===== src/rtl/agc_gain_sequencer.sv =====
// AGC gain sequencer: steps per-channel gain codes from power measurements
// and issues one register write per update to the downstream SPI/parallel stage.
module agc_gain_sequencer #(
  parameter int unsigned GAIN_W      = 6,
  parameter int unsigned PWR_W       = 12,
  parameter int unsigned GAIN_INIT   = 32,
  parameter int unsigned GAIN_MAX    = 63,
  parameter int unsigned STEP        = 1,
  parameter logic [7:0]  GAIN_ADDR   = 8'h02,
  parameter int unsigned SETTLE_CYC  = 256,
  parameter int unsigned TIMEOUT_CYC = 4096
) (
  input  logic              main_clk,
  input  logic              reset,
  input  logic              enable,
  input  logic [1:0]        control_mode,
  input  logic              pwr_valid,
  input  logic [PWR_W-1:0]  pwr_data,
  input  logic              pwr_chan,
  input  logic [PWR_W-1:0]  target,
  input  logic [PWR_W-1:0]  hyst,
  output logic              spi_start,
  input  logic              spi_done,
  output logic [7:0]        spi_mode,
  output logic              sig_R1W0,
  output logic [7:0]        spi_dataA,
  output logic [7:0]        spi_dataB,
  output logic              channel,
  output logic [GAIN_W-1:0] gain_a,
  output logic [GAIN_W-1:0] gain_b,
  output logic [1:0]        sat,
  output logic              timeout_err,
  output logic [7:0]        drop_cnt,
  output logic              busy
);

  localparam int unsigned CNT_MAX = (TIMEOUT_CYC > SETTLE_CYC) ? TIMEOUT_CYC : SETTLE_CYC;
  localparam int unsigned CNT_W   = $clog2(CNT_MAX) + 1;

  typedef enum logic [2:0] {S_IDLE, S_EVAL, S_ISSUE, S_WAIT_DONE, S_SETTLE} state_t;

  state_t             state_q, state_d;
  logic [PWR_W-1:0]   pwr_q, pwr_d;
  logic               chan_q, chan_d;
  logic               par_q, par_d;
  logic [CNT_W-1:0]   cnt_q, cnt_d;
  logic [GAIN_W-1:0]  gain_a_q, gain_a_d, gain_b_q, gain_b_d;
  logic               spi_start_q, spi_start_d;
  logic [7:0]         spi_mode_q, spi_mode_d;
  logic [7:0]         spi_data_a_q, spi_data_a_d, spi_data_b_q, spi_data_b_d;
  logic               channel_q, channel_d;
  logic [1:0]         sat_q, sat_d;
  logic               timeout_err_q, timeout_err_d;
  logic [7:0]         drop_cnt_q, drop_cnt_d;
  logic               busy_q, busy_d;

  // Power comparison widened by one bit so target+hyst and pwr+hyst cannot wrap
  logic [PWR_W:0]     pwr_x, tgt_x, hi_x, lo_x;
  logic               step_dn, step_up;
  assign pwr_x   = {1'b0, pwr_q};
  assign tgt_x   = {1'b0, target};
  assign hi_x    = tgt_x + {1'b0, hyst};
  assign lo_x    = pwr_x + {1'b0, hyst};
  assign step_dn = (pwr_x > hi_x);
  assign step_up = (lo_x < tgt_x);

  // Saturating candidate gain for the latched channel
  logic [GAIN_W-1:0]  cur_gain, gain_dn, gain_up, new_gain;
  logic [GAIN_W:0]    up_sum;
  assign cur_gain = chan_q ? gain_b_q : gain_a_q;
  assign gain_dn  = (cur_gain >= GAIN_W'(STEP)) ? (cur_gain - GAIN_W'(STEP)) : '0;
  assign up_sum   = {1'b0, cur_gain} + (GAIN_W+1)'(STEP);
  assign gain_up  = (up_sum > (GAIN_W+1)'(GAIN_MAX)) ? GAIN_W'(GAIN_MAX) : up_sum[GAIN_W-1:0];
  assign new_gain = step_dn ? gain_dn : gain_up;

  // Next-state and registered-output computation
  always_comb begin
    state_d       = state_q;
    pwr_d         = pwr_q;
    chan_d        = chan_q;
    par_d         = par_q;
    cnt_d         = cnt_q;
    gain_a_d      = gain_a_q;
    gain_b_d      = gain_b_q;
    spi_start_d   = 1'b0;
    spi_mode_d    = spi_mode_q;
    spi_data_a_d  = spi_data_a_q;
    spi_data_b_d  = spi_data_b_q;
    channel_d     = channel_q;
    sat_d         = sat_q;
    timeout_err_d = timeout_err_q;
    drop_cnt_d    = drop_cnt_q;

    if (pwr_valid && (state_q != S_IDLE) && (drop_cnt_q != 8'hFF)) begin
      drop_cnt_d = drop_cnt_q + 8'd1;
    end

    case (state_q)
      S_IDLE: begin
        if (enable && pwr_valid) begin
          pwr_d   = pwr_data;
          chan_d  = pwr_chan;
          state_d = S_EVAL;
        end
      end
      S_EVAL: begin
        if (!step_dn && !step_up) begin
          state_d = S_IDLE;
        end else if (new_gain == cur_gain) begin
          sat_d[chan_q] = 1'b1;
          state_d       = S_IDLE;
        end else begin
          if (chan_q) gain_b_d = new_gain;
          else        gain_a_d = new_gain;
          sat_d[chan_q] = 1'b0;
          // Transaction payload lands together with the gain so it is valid in ISSUE
          spi_mode_d    = GAIN_ADDR;
          spi_data_a_d  = 8'(gain_a_d);
          spi_data_b_d  = 8'(gain_b_d);
          channel_d     = chan_q;
          par_d         = (control_mode == 2'b10);
          spi_start_d   = (control_mode != 2'b10);
          state_d       = S_ISSUE;
        end
      end
      S_ISSUE: begin
        cnt_d   = '0;
        state_d = par_q ? S_SETTLE : S_WAIT_DONE;
      end
      S_WAIT_DONE: begin
        if (spi_done) begin
          cnt_d   = '0;
          state_d = S_SETTLE;
        end else if (cnt_q == CNT_W'(TIMEOUT_CYC - 1)) begin
          timeout_err_d = 1'b1;
          cnt_d         = '0;
          state_d       = S_SETTLE;
        end else begin
          cnt_d = cnt_q + CNT_W'(1);
        end
      end
      S_SETTLE: begin
        if (cnt_q == CNT_W'(SETTLE_CYC - 1)) begin
          cnt_d   = '0;
          state_d = S_IDLE;
        end else begin
          cnt_d = cnt_q + CNT_W'(1);
        end
      end
      default: state_d = S_IDLE;
    endcase

    busy_d = (state_d != S_IDLE);
  end

  // State and output registers
  always_ff @(posedge main_clk or negedge reset) begin
    if (!reset) begin
      state_q       <= S_IDLE;
      pwr_q         <= '0;
      chan_q        <= 1'b0;
      par_q         <= 1'b0;
      cnt_q         <= '0;
      gain_a_q      <= GAIN_W'(GAIN_INIT);
      gain_b_q      <= GAIN_W'(GAIN_INIT);
      spi_start_q   <= 1'b0;
      spi_mode_q    <= '0;
      spi_data_a_q  <= '0;
      spi_data_b_q  <= '0;
      channel_q     <= 1'b0;
      sat_q         <= '0;
      timeout_err_q <= 1'b0;
      drop_cnt_q    <= '0;
      busy_q        <= 1'b0;
    end else begin
      state_q       <= state_d;
      pwr_q         <= pwr_d;
      chan_q        <= chan_d;
      par_q         <= par_d;
      cnt_q         <= cnt_d;
      gain_a_q      <= gain_a_d;
      gain_b_q      <= gain_b_d;
      spi_start_q   <= spi_start_d;
      spi_mode_q    <= spi_mode_d;
      spi_data_a_q  <= spi_data_a_d;
      spi_data_b_q  <= spi_data_b_d;
      channel_q     <= channel_d;
      sat_q         <= sat_d;
      timeout_err_q <= timeout_err_d;
      drop_cnt_q    <= drop_cnt_d;
      busy_q        <= busy_d;
    end
  end

  assign spi_start   = spi_start_q;
  assign spi_mode    = spi_mode_q;
  assign sig_R1W0    = 1'b0;
  assign spi_dataA   = spi_data_a_q;
  assign spi_dataB   = spi_data_b_q;
  assign channel     = channel_q;
  assign gain_a      = gain_a_q;
  assign gain_b      = gain_b_q;
  assign sat         = sat_q;
  assign timeout_err = timeout_err_q;
  assign drop_cnt    = drop_cnt_q;
  assign busy        = busy_q;

endmodule


===== config.mk =====
export PLATFORM = sky130hd
export DESIGN_NAME = agc_gain_sequencer
export DESIGN_NICKNAME = d
export VERILOG_FILES = /design/src/rtl/agc_gain_sequencer.sv
export SDC_FILE = /design/constraint.sdc
export NUM_CORES = 1
export LEC_CHECK = 0
export CORE_MARGIN = 3
export CORE_UTILIZATION = 53
export CTS_CLUSTER_DIAMETER = 30
export CTS_CLUSTER_SIZE = 30
export DETAILED_ROUTE_END_ITERATION = 8
export PLACE_DENSITY = 0.79
export SKIP_CTS_REPAIR_TIMING = 1
export SYNTH_ARGS = -nofsm -noshare
export SYNTH_HDL_FRONTEND = slang
export SYNTH_SLANG_ARGS = --single-unit

===== constraint.sdc =====
create_clock -name main_clk -period 4.4 [get_ports main_clk]
set_clock_uncertainty 0.1 [all_clocks]
set_input_delay 1.1 -clock main_clk [delete_from_list [all_inputs] [get_ports main_clk]]
set_output_delay 1.1 -clock main_clk [all_outputs]
set_load 0.02 [all_outputs]

==> impl_metrics.csv <==
group,metric,value,unit
timing,whs,0.368,ns
timing,relSlewSlack,49.6,%
detailed_routing,firstDrtPassIters,5,
placement,place_congestion,0.861,
synthesis,syn_area,4750,sq um
timing,finalHoldViolCount,0,
layout,area_growth_syn_to_layout,35.3,%
detailed_routing,via_per_inst,5.70,
timing,drv_slew,0,
layout,drive_above_1_share,23.1,%
synthesis,ys_ff_latch,59,
synthesis,synth_edf_count,0,
outcome,status,"finished, violations left",
timing,setup_viol,18,
placement,post-dp-hpwl,9.50,mm
timing,worst_pin_slew,0.756,ns
detailed_routing,routedWlPerCell,16.0,um
critical_path,crit_required,4.52,ns
detailed_routing,vias,4303,
hold_path,worstHoldPathType,"register to register",
layout,most-common-layout-cells,"clkdlybuf4s50_1 (63), buf_4 (60), dfrtp_1 (57), nand2_1 (44), ha_1 (42)",
job,maxCapViolations,0,
critical_path,critPathMaxStageDelay,0.41,ns
synthesis,synth-main-ff-cell,"dfrtp_1",
die,start_util,56.1,%
critical_path,reg2regPathDepth,17,
clocking,cts_tree,"yes",
layout,final_common_cell,"clkdlybuf4s50_1",
timing,max_freq,0.214,GHz
clocking,clk_pin_slew,0.07,ns
critical_path,crit_arrival,4.79,ns
critical_path,crit_path_end_kind,"register",
layout,diodes,0,
timing,fin_crit_sh,106,%
die,design.portCount,95,
clocking,clock_sinks,59,
die,die_y,101,um
synthesis,yosysUniqueCellTypes,65,
global_routing,antenna_found_initial,0,
power_and_ir_drop,p_leak,3.10,nW
die,fp-row-count,33,
timing,grt_setup_unrepaired,"yes",
synthesis,async_reset_ff_share,100,%
critical_path,crit_chain,"buf_8 -> ha_4 -> a21o_1 -> a21oi_2 -> o21ba_4 -> o31ai_4 -> o221ai_2 -> o21bai_1 -> a21oi_1 -> xor2_1 -> ha_1 -> and3_4 -> a21boi_2 -> a2111o_1 -> and3_4 -> mux2_4 -> or2_4 -> mux2_4",
detailed_routing,wirelength,12.1,mm
synthesis,synth_area_leaders,"dfrtp_1 (30%), ha_1 (14%), mux2_2 (5.2%)",
clocking,cts_buffers,9,
timing,setup_ws,-0.265,ns
synthesis,synth_top_area_share,30.1,%
clocking,clockBufferDepth,2,
synthesis,synthCells,511,
critical_path,reg2reg_from,"pwr_q[1]$_DFFE_PN0P_",
critical_path,crit_fanout,7,
hold_path,holdCritStartpoint,"spi_mode[1]$_DFFE_PN0P_",
clocking,clk_latency,0.35,ns
global_routing,grt.total_usage,24.0,%
global_routing,grt_pass1_vias,4126,
synthesis,synth-seq-area-share,31.2,%
die,coreArea,8460,sq um
power_and_ir_drop,peakVddDrop,0.401,mV
die,die_area,10100,sq um
global_routing,grt_first_pass_wirelength,19.4,mm
outcome,failed_checks,"negative setup slack",
placement,place_inst,736,
synthesis,syn_area_per_cell,9.29,sq um
synthesis,yosysTopAreaCell,"dfrtp_1",
layout,design_area,6420,sq um
critical_path,reg2reg_to,"gain_a[1]$_DFFE_PN0P_",
global_routing,overflow,0,
placement,post_dp_cell_area,6060,sq um
layout,final_util,75.9,%
critical_path,critPathLaunchType,"primary input",
die,die_x,101,um
detailed_routing,postRouteAntennaNets,0,
clocking,cts-root-buf,"clkbuf_8",
power_and_ir_drop,p_per_area,586,nW/um^2
placement,dp_slack,-1.27,ns
detailed_routing,drtIter0Drc,177,
critical_path,crit_type,"primary input to register",
layout,fin_cells,755,
hold_path,whs_path_depth,1,
layout,final.fill_count,591,
synthesis,yosysWarnings,0,
critical_path,reg2reg_slack,0.40,ns
clocking,cts_max_level,3,
layout,finalNetCount,744,
timing,fin_crit,4.67,ns
hold_path,hold-path-endpoint,"spi_mode[1]$_DFFE_PN0P_",
global_routing,grt_max_degree,32,
critical_path,crit_slowest_cell,"a2111o_1",
detailed_routing,drc,0,
placement,port_buffers,82,
==> worst max-delay path, delay by kind of cell <==
family	cells	cell delay, ns
AO/OA/AOI/OAI	9	1.61
XOR/XNOR	1	0.17
adder cells (fa/ha/maj)	2	0.56
buffers and inverters	1	0.10
multiplexers	2	0.62
AND/OR/NAND/NOR	3	0.63
==> synthesized netlist by cell type, types with 3 or more instances <==
cell type,instances
o21a_1,6
a21oi_1,26
dfrtp_1,57
nand2_1,44
nand2b_1,11
nor2b_1,8
a31oi_1,3
mux2_4,7
nand4_1,5
a21o_1,12
and2_1,4
buf_4,22
xnor2_1,20
and3_1,11
mux2_2,22
o31ai_1,4
mux2i_1,6
buf_2,3
o31a_1,3
xor2_1,9
o21ai_0,36
nor3_1,12
nand3_1,11
inv_1,23
nor3b_1,3
o211ai_1,4
ha_1,53
o21bai_1,4
nor2_1,28
clkbuf_1,4
a211oi_1,4
==> cell type report <==
class / instances / area [sq um] / share of cell area [%]
inverters: 23 / 86.3 / 1.34
clock buffers: 9 / 124 / 1.93
well taps: 105 / 131 / 2.05
clock inverters: 7 / 68.8 / 1.07
multi-input cells: 409 / 3210 / 50.0
repair buffers: 143 / 1320 / 20.6
flip-flops and latches: 59 / 1480 / 23.0
==> registers in the layout (all words and copies together), names as in the netlist, named ones only <==
name and count:
cnt_q 13, pwr_q 12, drop_cnt 8, gain_a 6
gain_b 6, state_q 3, busy 1, chan_q 1
channel 1, par_q 1, spi_dataA 1, spi_dataB 1
spi_mode 1, spi_start 1, timeout_err 1
==> power breakdown <==
group	internal (mW)	switching, mW	total (mW)
combinational	1.13	1.16	2.30
sequential	0.734	0.231	0.966
clock	0.259	0.241	0.500
==> metrics by stage <==
stage | TNS, ns | power [mW]
after floorplan | -2.19 | 2.44
after global placement | -18.66 | 3.08
after detailed placement | -23.21 | 3.18
after CTS | -15.59 | 3.69
after global routing | -5.67 | 4.07
final | -3.54 | 3.76
==> routing by layer <==
| layer | GRT usage, % | wire length [um] |
|---|---|---|
| met1 | 31.6 | 5150 |
| met2 | 39.7 | 5850 |
| met3 | 5.47 | 835 |
| met4 | 6.63 | 223 |
| met5 | 0 | 0 |
==> cells by family after synthesis <==
kind of cell / count (synthesis) / synth area share [%]
fa+ha+maj: 55 / 14.8
xor+xnor: 29 / 5.35
other cells: 1 / 0.0790
flops: 59 / 31.2
compound gates: 124 / 17.0
buf+inv: 54 / 6.41
mux: 36 / 8.99
simple gates: 153 / 16.2
==> worst max-delay path by stage <==
| stage | endpoint | start | depth (start not counted) |
|---|---|---|---|
| after global routing | gain_a[2]$_DFFE_PN0P_ | hyst[1] | 18 |
| final | gain_a[1]$_DFFE_PN0P_ | hyst[1] | 18 |
| after global placement | gain_a[2]$_DFFE_PN0P_ | hyst[0] | 15 |
| after detailed placement | gain_a[2]$_DFFE_PN0P_ | hyst[1] | 19 |
| after floorplan | gain_a[0]$_DFFE_PN0P_ | hyst[1] | 18 |
| after CTS | gain_a[2]$_DFFE_PN0P_ | hyst[1] | 19 |
No activity file was read; power rests on OpenSTA's default activity.
